File: config.mk
export PLATFORM = sky130hd
export DESIGN_NAME = instr_fetch
export DESIGN_NICKNAME = d
export VERILOG_FILES = /design/src/rtl/instr_fetch.sv
export SDC_FILE = /design/constraint.sdc
export NUM_CORES = 1
export LEC_CHECK = 0
export ABC_AREA = 1
export BUFFER_PORTS_ARGS = -buffer_cell sky130_fd_sc_hd__buf_2
export CAP_MARGIN = 40
export CORE_AREA = 2 2 102 104
export CTS_CLUSTER_SIZE = 24
export DETAILED_ROUTE_END_ITERATION = 12
export DIE_AREA = 0 0 104 106
export PLACE_DENSITY = 0.78
export SETUP_SLACK_MARGIN = 0.15
export SKIP_CTS_REPAIR_TIMING = 1
export SLEW_MARGIN = 20
export SYNTH_ARGS = -nofsm -noshare
export SYNTH_HDL_FRONTEND = slang
export SYNTH_SLANG_ARGS = --single-unit
File: constraint.sdc
create_clock -name clk -period 4.3 [get_ports clk]
set_input_delay 0.86 -clock clk [delete_from_list [all_inputs] [get_ports clk]]
set_output_delay 0.86 -clock clk [all_outputs]
set_load 0.005 [all_outputs]
File: src/rtl/instr_fetch.sv
// MSP430 fetch sequencer: walks the fetch PC through program ROM, sizes each
// instruction from its opcode and hands the complete bundle to the decoder.
module instr_fetch #(
    parameter logic [15:0] PC_RESET = 16'hC000
) (
    input  logic        clk,
    input  logic        rst,
    output logic [15:0] rom_addr,
    output logic        rom_rd,
    input  logic [15:0] rom_data,
    input  logic        rom_ack,
    output logic [15:0] ir,
    output logic [15:0] ext_src,
    output logic [15:0] ext_dst,
    output logic [1:0]  instr_len,
    output logic [15:0] instr_pc,
    output logic [15:0] next_pc,
    output logic        illegal,
    output logic        instr_valid,
    input  logic        instr_ready,
    input  logic        br_valid,
    input  logic [15:0] br_target,
    output logic [15:0] pc_out
);

    localparam int unsigned W = 16;

    typedef enum logic [1:0] {
        S_OP   = 2'd0,
        S_SRC  = 2'd1,
        S_DST  = 2'd2,
        S_HOLD = 2'd3
    } state_t;

    state_t       state;
    state_t       state_nxt;
    logic [W-1:0] pc;
    logic         dst_ext_q;

    logic         src_ext_w;
    logic         dst_ext_w;
    logic         illegal_w;
    logic [1:0]   len_w;
    logic         fmt1;
    logic         fmt2;
    logic         jmp;
    logic         reti;

    // Source operand needs an extension word: indexed/symbolic/absolute or #imm,
    // except where the constant generator (R3, or R2 with @Rn+) supplies it.
    function automatic logic src_needs_ext(input logic [1:0] as_f, input logic [3:0] sa);
        return ((as_f == 2'b01) && (sa != 4'd3)) || ((as_f == 2'b11) && (sa == 4'd0));
    endfunction

    // Opcode sizing on the word currently returned by ROM
    always_comb begin
        src_ext_w = 1'b0;
        dst_ext_w = 1'b0;
        illegal_w = 1'b0;
        fmt1      = (rom_data[15:12] >= 4'd4);
        fmt2      = (rom_data[15:10] == 6'b000100);
        jmp       = (rom_data[15:13] == 3'b001);
        reti      = (rom_data[15:7] == 9'b000100110);
        if (fmt1) begin
            src_ext_w = src_needs_ext(rom_data[5:4], rom_data[11:8]);
            dst_ext_w = rom_data[7];
        end else if (fmt2) begin
            src_ext_w = !reti && src_needs_ext(rom_data[5:4], rom_data[3:0]);
        end else if (!jmp) begin
            illegal_w = 1'b1;
        end
        len_w = 2'd1 + 2'(src_ext_w) + 2'(dst_ext_w);
    end

    // State register
    always_ff @(posedge clk or posedge rst) begin
        if (rst) begin
            state <= S_OP;
        end else begin
            state <= state_nxt;
        end
    end

    // Next-state logic; a redirect overrides everything
    always_comb begin
        state_nxt = state;
        if (br_valid) begin
            state_nxt = S_OP;
        end else begin
            case (state)
                S_OP: begin
                    if (rom_ack) begin
                        if (src_ext_w) begin
                            state_nxt = S_SRC;
                        end else if (dst_ext_w) begin
                            state_nxt = S_DST;
                        end else begin
                            state_nxt = S_HOLD;
                        end
                    end
                end
                S_SRC: begin
                    if (rom_ack) begin
                        state_nxt = dst_ext_q ? S_DST : S_HOLD;
                    end
                end
                S_DST: begin
                    if (rom_ack) begin
                        state_nxt = S_HOLD;
                    end
                end
                S_HOLD: begin
                    if (instr_ready) begin
                        state_nxt = S_OP;
                    end
                end
                default: state_nxt = S_OP;
            endcase
        end
    end

    // PC and bundle registers; acks are only honoured while a read is requested
    always_ff @(posedge clk or posedge rst) begin
        if (rst) begin
            pc          <= PC_RESET & 16'hFFFE;
            ir          <= '0;
            ext_src     <= '0;
            ext_dst     <= '0;
            instr_len   <= '0;
            instr_pc    <= '0;
            next_pc     <= '0;
            illegal     <= 1'b0;
            instr_valid <= 1'b0;
            dst_ext_q   <= 1'b0;
        end else begin
            instr_valid <= (state_nxt == S_HOLD);
            if (br_valid) begin
                pc <= br_target & 16'hFFFE;
            end else if (rom_ack && (state != S_HOLD)) begin
                pc <= pc + 16'd2;
                case (state)
                    S_OP: begin
                        ir        <= rom_data;
                        instr_pc  <= pc;
                        instr_len <= len_w;
                        next_pc   <= pc + 16'({len_w, 1'b0});
                        illegal   <= illegal_w;
                        dst_ext_q <= dst_ext_w;
                        ext_src   <= '0;
                        ext_dst   <= '0;
                    end
                    S_SRC:   ext_src <= rom_data;
                    S_DST:   ext_dst <= rom_data;
                    default: ;
                endcase
            end
        end
    end

    // Read request follows the fetch states directly and is gated by reset
    assign rom_rd   = (state != S_HOLD) && !rst;
    assign rom_addr = pc;
    assign pc_out   = pc;

endmodule

==> impl_summary.txt, run 1 <==
----------------------------------------------------
[Worst hold path]
  Hold Crit Class ... reg2reg
  Worst Hold Depth ... 2

[STA]
  Hold Fails Final Rpt ... 0
  Slew at the pin with the worst max-slew slack ... 0.663 ns
  Tmin final ... 2.95 ns
  Total negative slack ... 0 ns
  Share of the cycle needed by the critical path after routing ... 68.7%
  Clock skew after layout ... 0.0109 ns
  RSZ-0062 raised after global routing ... no
  Fmax ... 339 MHz
  Final setup violating endpoints ... 0
  Max-Slew Margin vs Limit ... 55.7%
  Slew Limit Fails ... 0
  Worst-case setup margin in the final layout ... 1.35 ns

[Power and ir drop]
  Largest voltage drop on the vdd net ... 202 uV
  P per Cell Area ... 461 mW/mm^2
  Static power due to leakage ... 0.00324 uW

[Worst setup path]
  Crit end category ... register
  Number of cells traversed by the worst register-to-register path ... 9
  Signal arrival time at the worst endpoint ... 3.20 ns
  Required time at the endpoint of the critical path ... 4.54 ns
  Critical path class ... in2reg
  Worst-path maximum fanout ... 4
  Worst setup SP type ... primary input

[Die]
  Overall die area ... 0.0110 sq mm
  Die Y ... 106 microns
  Placement Rows ... 37
  Number of top-level pins ... 154
  Core Area ... 0.0100 sq mm
  Initial Utilization ... 49.1%
  Die Wd ... 104 microns

[Clock network]
  Worst-skew pair later-pin latency ... 0.36 ns
  H-Tree Depth ... 3
  Number of sinks on the clock net ... 100
  Clock tree from TritonCTS ... built
  Total CTS buffers ... 9
  Root Driver ... sky130_fd_sc_hd__clkbuf_8
  Buffers from clock root to sink, at most ... 2
  Clock transition at the registers of the reported paths ... 0.09 ns

[Route]
  Total wire length ... 13.4 mm
  # DRC ... 0
  Drt first-iter violations ... 393
  Routed wire per std cell ... 15.5 microns
  Total iterations of the first detailed-routing run ... 6
  Final ANT Viol Nets ... 0
  Routed via count ... 4547
  Mean number of vias per cell ... 5.27

[Cells and area]
  Area used by multi-input combinational logic ... 0.00193 sq mm
  Most common library cell in the layout ignoring fill and taps ... sky130_fd_sc_hd__nand2_1
  FF/Latch Area ... 0.00250 sq mm
  Area growth from synthesis to layout ... 18.0%
  Fill cell instance count of the final layout ... 950
  Antenna cell count ... 0
  Final Util ... 58.0%
  # nets final ... 765
  Most used cells in the layout excluding fill and tap cells ... 172 x sky130_fd_sc_hd__nand2_1, 148 x sky130_fd_sc_hd__buf_2, 98 x sky130_fd_sc_hd__dfrtp_1
  Post-Layout Cell Count ... 862
  Share of post-route cells with drive strength above 1 ... 26.2%

[Global routing]
  Number of antenna violations at the first check in global routing ... 0
  Combined global-route utilization of all metal layers ... 24.7%
  Largest net degree at the start of global routing ... 49
  Global-route wire length before repair ... 21.8 mm
  Overflow left after global routing ... 0
  Number of global-route vias before repair ... 4288

[Flow run]
  Max-capacitance violation count ... 0

[Placement]
  Post-DP HPWL ... 9.98 mm
  Port bufs ... 148
  Cells after DPL ... 847
  Worst setup slack after placement ... 1.02 ns
  Final weighted congestion of routability-driven global placement ... 0.907

[Outcome]
  Result of the run ... finished, final reports clean

[Yosys]
  Seq/Total Area, Yosys ... 51.0%
  Synth cell types ... 37
  #FFs+latches synth ... 100
  Synthesis Warnings ... 0
  Synthesized netlist cell count ... 602
  Mapped cell area ... 0.00491 sq mm
  Average cell area after synthesis ... 8.16 sq um

----------------------------------------------------
flip-flops by register name (all words and copies together) (netlist names):
register,count
ir,16
ext_dst,16
dst_ext_q,1
instr_pc,15
pc_out,15
instr_valid,1
ext_src,16
next_pc,15
state,2
instr_len,2
illegal,1
through the flow:
stage          total power (uW)  hold WS [ns]  area (sq um)
2_1_floorplan              1740         0.465          4920
3_3_place_gp               2050         0.448          5570
3_5_place_dp               2100         0.454          5610
4_1_cts                    2690         0.477          5800
5_1_grt                    2850         0.510          5800
6_report                   2670         0.472          5800
layout make-up:
type                    instances  share of cell area, %
multi-input cells             404                   33.2
clock buffers                  11                   2.44
flip-flops and latches        100                   43.2
well taps                     136                   2.93
inverters                      54                   3.54
repair buffers                153                   13.9
clock inverters                 4                  0.841
cells by family after synthesis:
kind of cell | after synthesis | share of synthesized area, %
compound gates | 90 | 10.4
xor+xnor | 7 | 1.25
other cells | 1 | 0.0763
flops | 100 | 51.0
fa+ha+maj | 6 | 1.68
simple gates | 297 | 25.6
buf+inv | 101 | 10.1
cells in the mapped netlist, drive strengths merged:
| library cell | number | area share [%] |
|---|---|---|
| a21oi | 8 | 0.81 |
| a22o | 1 | 0.18 |
| a22oi | 1 | 0.15 |
| a31oi | 1 | 0.13 |
| and3 | 1 | 0.13 |
| buf | 36 | 5.1 |
| clkbuf | 11 | 0.84 |
| conb | 1 | 0.076 |
| dfrtp | 98 | 50 |
| dfstp | 2 | 1.1 |
| fa | 1 | 0.41 |
| ha | 5 | 1.3 |
| inv | 54 | 4.1 |
| nand2 | 172 | 13 |
| nand3 | 68 | 6.9 |
| nand4 | 2 | 0.25 |
| nor2 | 48 | 4.4 |
| nor3 | 6 | 0.71 |
| o211ai | 9 | 1.5 |
| o21a | 1 | 0.15 |
| o21ai | 64 | 6.6 |
| o21bai | 1 | 0.15 |
| o221ai | 2 | 0.36 |
| o22ai | 2 | 0.38 |
| xnor2 | 2 | 0.36 |
| xor2 | 5 | 0.89 |
worst max-delay path, stage by stage:
cell	delay [ns]
sky130_fd_sc_hd__buf_2	0.13
sky130_fd_sc_hd__nor2_1	0.23
sky130_fd_sc_hd__nand3_1	0.11
sky130_fd_sc_hd__nor2_1	0.09
sky130_fd_sc_hd__nand2_1	0.07
sky130_fd_sc_hd__nand2_1	0.06
sky130_fd_sc_hd__inv_1	0.06
sky130_fd_sc_hd__ha_1	0.29
sky130_fd_sc_hd__inv_1	0.06
sky130_fd_sc_hd__ha_1	0.17
sky130_fd_sc_hd__fa_1	0.22
sky130_fd_sc_hd__inv_1	0.07
sky130_fd_sc_hd__nor2_1	0.24
sky130_fd_sc_hd__nand2_1	0.12
sky130_fd_sc_hd__inv_1	0.10
sky130_fd_sc_hd__nand3_1	0.11
sky130_fd_sc_hd__nand3_1	0.11
sky130_fd_sc_hd__o211ai_1	0.09
power breakdown:
group          internal [uW]  switching (uW)
Clock                    283             312
Combinational            327             431
Sequential              1170             153
Total                   1780             896
final timing paths:
check | from | end | slack, ns
min | ir[8] | ir[8] | 0.47
min in group asynchronous | rst | ext_src[2] | 0.57
max in group asynchronous | rst | pc_out[14] | 2.77
max reg2reg | state[0] | next_pc[8] | 2.29
min reg2reg | ir[8] | ir[8] | 0.47
max | rom_data[10] | next_pc[11] | 1.35
layer usage:
metal / track usage [%] / up-vias / part of all wire, %
met5: 0 / - / 0
met2: 37.2 / 192 / 45
met3: 4.60 / 28 / 7.8
met4: 8.59 / 0 / 2.4
li1: - / 2155 / -
met1: 35.9 / 2172 / 45
No activity file was read; power rests on OpenSTA's default activity.
==> run 2, diff against run 1 <==
--- a/config.mk
+++ b/config.mk
@@ -8,11 +8,11 @@
 export ABC_AREA = 1
 export BUFFER_PORTS_ARGS = -buffer_cell sky130_fd_sc_hd__buf_2
 export CAP_MARGIN = 40
-export CORE_AREA = 2 2 102 104
+export CORE_AREA = 2 2 107 109
 export CTS_CLUSTER_SIZE = 24
 export DETAILED_ROUTE_END_ITERATION = 12
-export DIE_AREA = 0 0 104 106
-export PLACE_DENSITY = 0.78
+export DIE_AREA = 0 0 109 111
+export PLACE_DENSITY = 0.75
 export SETUP_SLACK_MARGIN = 0.15
 export SKIP_CTS_REPAIR_TIMING = 1
 export SLEW_MARGIN = 20
==> constraint.sdc (replaced) <==
create_clock -name clk -period 2.6 [get_ports clk]
set_input_delay 0.52 -clock clk [delete_from_list [all_inputs] [get_ports clk]]
set_output_delay 0.52 -clock clk [all_outputs]
set_load 0.005 [all_outputs]
==> run 2 against run 1 <==
  * Combinational power increased by 73%
  * Wire length rose by 2.4%
  * Final area rose by 8.6%
  * Sequential power grew 67%
  * Clock power is 140% higher
  * Critical endpoint is now next_pc[15]
  * Sequential share of layout area fell by 3.4 points
  * Setup slack got worse by 1.0 ns
  * First-iteration DRC count down 18%
  * Non-clock buffer count rose by 42
  * Die area up 9.8%
  * Hold slack got worse by 0.22 ns
==> impl_summary.txt, run 2 (synthesized netlist as in run 1, its figures left out) <==
----------------------------------------------------
[STA]
  Max-Slew Margin vs Limit ... 57.1%
  RSZ-0062 raised after global routing ... no
  Share of the cycle needed by the critical path after routing ... 88.5%
  Worst-case setup margin in the final layout ... 0.299 ns
  Slew Limit Fails ... 0
  Slew at the pin with the worst max-slew slack ... 0.643 ns
  Post-Route Hold Slack ... 0.253 ns
  Hold Fails Final Rpt ... 0
  Tmin final ... 2.30 ns
  Clock skew after layout ... 0.00923 ns
  Final setup violating endpoints ... 0
  Fmax ... 435 MHz

[Worst setup path]
  Worst-path maximum fanout ... 3
  Required time at the endpoint of the critical path ... 2.83 ns
  Critical path's most frequent cell ... sky130_fd_sc_hd__nand2_1
  Sequence of cells on the critical path ... buf_2 -> nor2_1 -> nand2_1 -> nor2_1 -> nand2_1 -> nand2_1 -> inv_2 -> ha_4 -> inv_1 -> ha_2 -> fa_2 -> inv_2 -> nor3_2 -> and3_1 -> nand3_1 -> o211ai_2
  Crit end category ... register
  Signal arrival time at the worst endpoint ... 2.53 ns
  CP Buf/Inv Count ... 4
  Slowest cell delay on critical path ... 0.38 ns
  Worst setup SP type ... primary input
  Critical path class ... in2reg
  CP max stage cell ... sky130_fd_sc_hd__fa_2
  Largest delay contributor family on the critical path ... adder cells

[Outcome]
  Result of the run ... finished, final reports clean

[Die]
  Die Wd ... 109 microns
  Number of top-level pins ... 154
  Overall die area ... 0.0121 sq mm
  Initial Utilization ... 44.4%
  Core Area ... 0.0111 sq mm
  Placement Rows ... 39
  Die Y ... 111 microns

[Worst hold path]
  Hold Crit Class ... in2async

[Cells and area]
  Most common library cell in the layout ignoring fill and taps ... sky130_fd_sc_hd__nand2_1
  # nets final ... 807
  Regs by FF count ... ext_dst x16, ext_src x16, ir x16
  Area growth from synthesis to layout ... 28.2%
  Antenna cell count ... 0
  Share of post-route cells with drive strength above 1 ... 31.8%
  Most used cells in the layout excluding fill and tap cells ... 171 x sky130_fd_sc_hd__nand2_1, 148 x sky130_fd_sc_hd__buf_2, 98 x sky130_fd_sc_hd__dfrtp_1

[Placement]
  Final weighted congestion of routability-driven global placement ... 0.980
  Worst setup slack after placement ... -0.185 ns
  Post-DP HPWL ... 10.1 mm
  Port bufs ... 148

[Route]
  Mean number of vias per cell ... 5.15
  Total iterations of the first detailed-routing run ... 7
  Final ANT Viol Nets ... 0
  Highest routing layer actually used ... met5
  Drt first-iter violations ... 323
  Routed via count ... 4690
  Routed wire per std cell ... 15.1 microns
  Detailed-route wire length on metal 1 ... 6.15 mm
  # DRC ... 0
  Total wire length ... 13.7 mm
  Wire length on met2 ... 6.12 mm
  Wire length on met3 ... 970 microns

[Global routing]
  Global-route wire length before repair ... 21.8 mm
  Overflow left after global routing ... 0
  Combined global-route utilization of all metal layers ... 23.2%
  Largest net degree at the start of global routing ... 54
  Number of global-route vias before repair ... 4350
  Number of antenna violations at the first check in global routing ... 2

[Clock network]
  Worst-skew pair later-pin latency ... 0.35 ns
  H-Tree Depth ... 3
  Clock transition at the registers of the reported paths ... 0.07 ns
  Root Driver ... sky130_fd_sc_hd__clkbuf_16
  Buffers from clock root to sink, at most ... 2
  Clock tree from TritonCTS ... built
  Number of sinks on the clock net ... 100
  Total CTS buffers ... 9

[Power and ir drop]
  Largest voltage drop on the vdd net ... 363 uV
  Static power due to leakage ... 0.00350 uW
  P per Cell Area ... 784 mW/mm^2
  Post-layout total power ... 4940 uW

[Flow run]
  Max-capacitance violation count ... 0

----------------------------------------------------
==> run 2: cell count changes in the layout (fill, tap and decap cells not counted), sizes merged <==
cell / delta
clkinvlp: +1
clkbuf: -1
clkinv: -1
inv: -1
buf: +42
bufinv: +1
==> run 2: final timing paths <==
kind / endpoint / slack, ns / start / cells past startpoint
setup / recovery: next_pc[15] / 0.30 / rom_data[14] / 16
hold / removal: ext_dst[2] / 0.25 / rst / 2
setup reg to reg: pc_out[11] / 0.82 / pc_out[2] / 8
hold reg to reg: instr_pc[2] / 0.47 / instr_pc[2] / 2
max in group asynchronous: pc_out[14] / 1.64 / rst / 3
min in group clk: pc_out[10] / 0.39 / br_target[10] / 3
==> run 2: through the flow <==
step           instance area, sq um  util (%)  setup TNS [ns]  cells
2_1_floorplan                  4930         -               0    605
3_3_place_gp                   5930      53.5          -0.496    895
3_5_place_dp                   5930      53.5          -0.713    895
4_1_cts                        6240      56.4               0    909
5_1_grt                        6300      56.9               0    910
6_report                       6300      56.9               0    910
==> run 2: final cells by class <==
type | count | area, sq um
fill | 996 | 4780
clock inverter | 4 | 73.8
clock buffer | 10 | 239
timing repair buffer | 195 | 1120
sequential | 100 | 2500
multi-input combinational | 404 | 1980
inverter | 54 | 206
tap | 143 | 179
==> run 2: metal layers <==
| metal | vias to the layer above | track usage, % |
|---|---|---|
| met5 | - | 0 |
| met2 | 178 | 32.8 |
| met4 | 2 | 9.74 |
| li1 | 2241 | - |
| met1 | 2232 | 34.1 |
| met3 | 37 | 5.29 |
==> run 2: power by group <==
part | total (uW) | internal, uW | switching, uW
registers | 2200 | 1940 | 266
logic | 1310 | 595 | 714
clock network | 1430 | 861 | 567
==> run 3, diff against run 2 <==
--- a/config.mk
+++ b/config.mk
@@ -13,6 +13,7 @@
 export DETAILED_ROUTE_END_ITERATION = 12
 export DIE_AREA = 0 0 109 111
 export PLACE_DENSITY = 0.75
+export REMOVE_ABC_BUFFERS = 1
 export SETUP_SLACK_MARGIN = 0.15
 export SKIP_CTS_REPAIR_TIMING = 1
 export SLEW_MARGIN = 20
==> run 3 against run 2 <==
  * Clock-buffer cell count unchanged
  * Clock power fell by 4%
  * Global-route usage hardly changed
  * Combinational power hardly changed
  * Critical endpoint is now next_pc[3]
  * Largest power group unchanged
==> impl_summary.txt, run 3 (synthesized netlist as in run 1, its figures left out) <==
----------------------------------------------------
[Worst setup path]
  Reg2Reg Launch Point ... state[1]
  Worst setup SP type ... primary input
  Worst-path maximum fanout ... 4
  Critical Path Source ... rom_data[11]
  Crit end category ... register
  Critical path class ... in2reg
  Signal arrival time at the worst endpoint ... 2.63 ns
  Reg-to-reg setup timing slack ... 0.76 ns
  Required time at the endpoint of the critical path ... 2.87 ns

[Cells and area]
  Share of post-route cells with drive strength above 1 ... 32.2%
  Antenna cell count ... 0
  Area growth from synthesis to layout ... 27.7%
  Area used by multi-input combinational logic ... 0.00201 sq mm
  Summed area of non-filler cells in the final layout ... 0.00628 sq mm
  Most used cells in the layout excluding fill and tap cells ... 171 x sky130_fd_sc_hd__nand2_1, 148 x sky130_fd_sc_hd__buf_2, 98 x sky130_fd_sc_hd__dfrtp_1
  FF/Latch Area ... 0.00250 sq mm
  Post-Layout Cell Count ... 906
  # nets final ... 801
  Fill cell instance count of the final layout ... 1008
  Most common library cell in the layout ignoring fill and taps ... sky130_fd_sc_hd__nand2_1
  Final Util ... 56.7%
  Regs by FF count ... ext_dst x16, ext_src x16, ir x16

[Outcome]
  Result of the run ... finished, final reports clean

[Die]
  Die Wd ... 109 microns
  Number of top-level pins ... 154
  Placement Rows ... 39
  Core Area ... 0.0111 sq mm
  Die Y ... 111 microns
  Initial Utilization ... 44.4%
  Overall die area ... 0.0121 sq mm

[Global routing]
  Largest net degree at the start of global routing ... 48
  Number of antenna violations at the first check in global routing ... 0
  Global-route wire length before repair ... 22.2 mm
  Number of global-route vias before repair ... 4456
  Overflow left after global routing ... 0
  Combined global-route utilization of all metal layers ... 23.1%

[Placement]
  Cells after DPL ... 889
  Post-DP HPWL ... 9.76 mm
  Port bufs ... 148
  Cell area after placement ... 0.00588 sq mm
  Final weighted congestion of routability-driven global placement ... 0.872

[Power and ir drop]
  Static power due to leakage ... 0.00346 uW
  Post-layout total power ... 4890 uW
  P per Cell Area ... 779 mW/mm^2
  Largest voltage drop on the vdd net ... 313 uV

[Clock network]
  Buffers from clock root to sink, at most ... 2
  Total CTS buffers ... 9
  Worst-skew pair later-pin latency ... 0.34 ns
  Root Driver ... sky130_fd_sc_hd__clkbuf_16
  Clock tree from TritonCTS ... built
  Clock transition at the registers of the reported paths ... 0.07 ns
  Number of sinks on the clock net ... 100
  H-Tree Depth ... 3

[STA]
  Hold Fails Final Rpt ... 0
  Max-Slew Margin vs Limit ... 46.8%
  RSZ-0062 raised after global routing ... yes
  Clock skew after layout ... 0.00986 ns
  Slew Limit Fails ... 0
  Final setup violating endpoints ... 0
  Tmin final ... 2.36 ns
  Slew at the pin with the worst max-slew slack ... 0.796 ns
  Post-Route Hold Slack ... 0.219 ns
  Share of the cycle needed by the critical path after routing ... 90.9%
  Fmax ... 423 MHz

[Flow run]
  Max-capacitance violation count ... 0

[Route]
  # DRC ... 0
  Drt first-iter violations ... 379
  Routed wire per std cell ... 15.0 microns
  Total iterations of the first detailed-routing run ... 5
  Total wire length ... 13.6 mm
  Routed via count ... 4622
  Final ANT Viol Nets ... 0
  Mean number of vias per cell ... 5.10

[Worst hold path]
  Hold Crit Class ... in2async

----------------------------------------------------
run 3: area by class of cell:
cell class | instances | share of cell area, %
inverter | 54 | 3.27
clock buffer | 10 | 3.81
multi-input combinational | 404 | 32.0
sequential | 100 | 39.9
tap | 143 | 2.85
timing repair buffer | 189 | 17.2
clock inverter | 6 | 1.02
run 3: final timing paths:
path / to / depth (start not counted)
min: ext_dst[0] / 2
min in group clk: pc_out[10] / 3
min reg2reg: instr_pc[4] / 2
max: next_pc[3] / 16
max in group asynchronous: pc_out[15] / 3
max reg2reg: pc_out[13] / 8
run 3: worst max-delay path, stage by stage:
cell                      delay (ns)
sky130_fd_sc_hd__buf_2          0.12
sky130_fd_sc_hd__nor2_4         0.11
sky130_fd_sc_hd__buf_6          0.12
sky130_fd_sc_hd__nand3_1        0.07
sky130_fd_sc_hd__nor2_1         0.11
sky130_fd_sc_hd__nand2_1        0.07
sky130_fd_sc_hd__nand2_1        0.08
sky130_fd_sc_hd__inv_2          0.05
sky130_fd_sc_hd__ha_4           0.26
sky130_fd_sc_hd__inv_2          0.04
sky130_fd_sc_hd__ha_4           0.16
sky130_fd_sc_hd__fa_2           0.37
sky130_fd_sc_hd__buf_4          0.14
sky130_fd_sc_hd__buf_4          0.13
sky130_fd_sc_hd__xnor2_2        0.12
sky130_fd_sc_hd__o21ai_1        0.14
run 3: power by group:
part           switching, uW  total, uW  leakage [uW]  internal [uW]
Clock                    596       1370      0.000144            771
Sequential               255       2190       0.00126           1930
Combinational            734       1330       0.00205            599
Total                   1580       4890       0.00346           3300
run 3: routing by layer:
layer / global-route usage [%] / vias up / routed length, microns
li1: - / 2227 / -
met1: 33.3 / 2221 / 5990
met2: 35.6 / 153 / 6590
met3: 2.94 / 21 / 695
met4: 8.63 / 0 / 281
met5: 0 / - / 0
run 3: stage by stage:
stage | setup WS [ns] | TNS, ns
after detailed placement | -0.328 | -2.36
after CTS | 0.0103 | 0
final | 0.237 | 0
after floorplan | -0.535 | -52.48
after global routing | 0.123 | 0
after global placement | -0.243 | -1.78
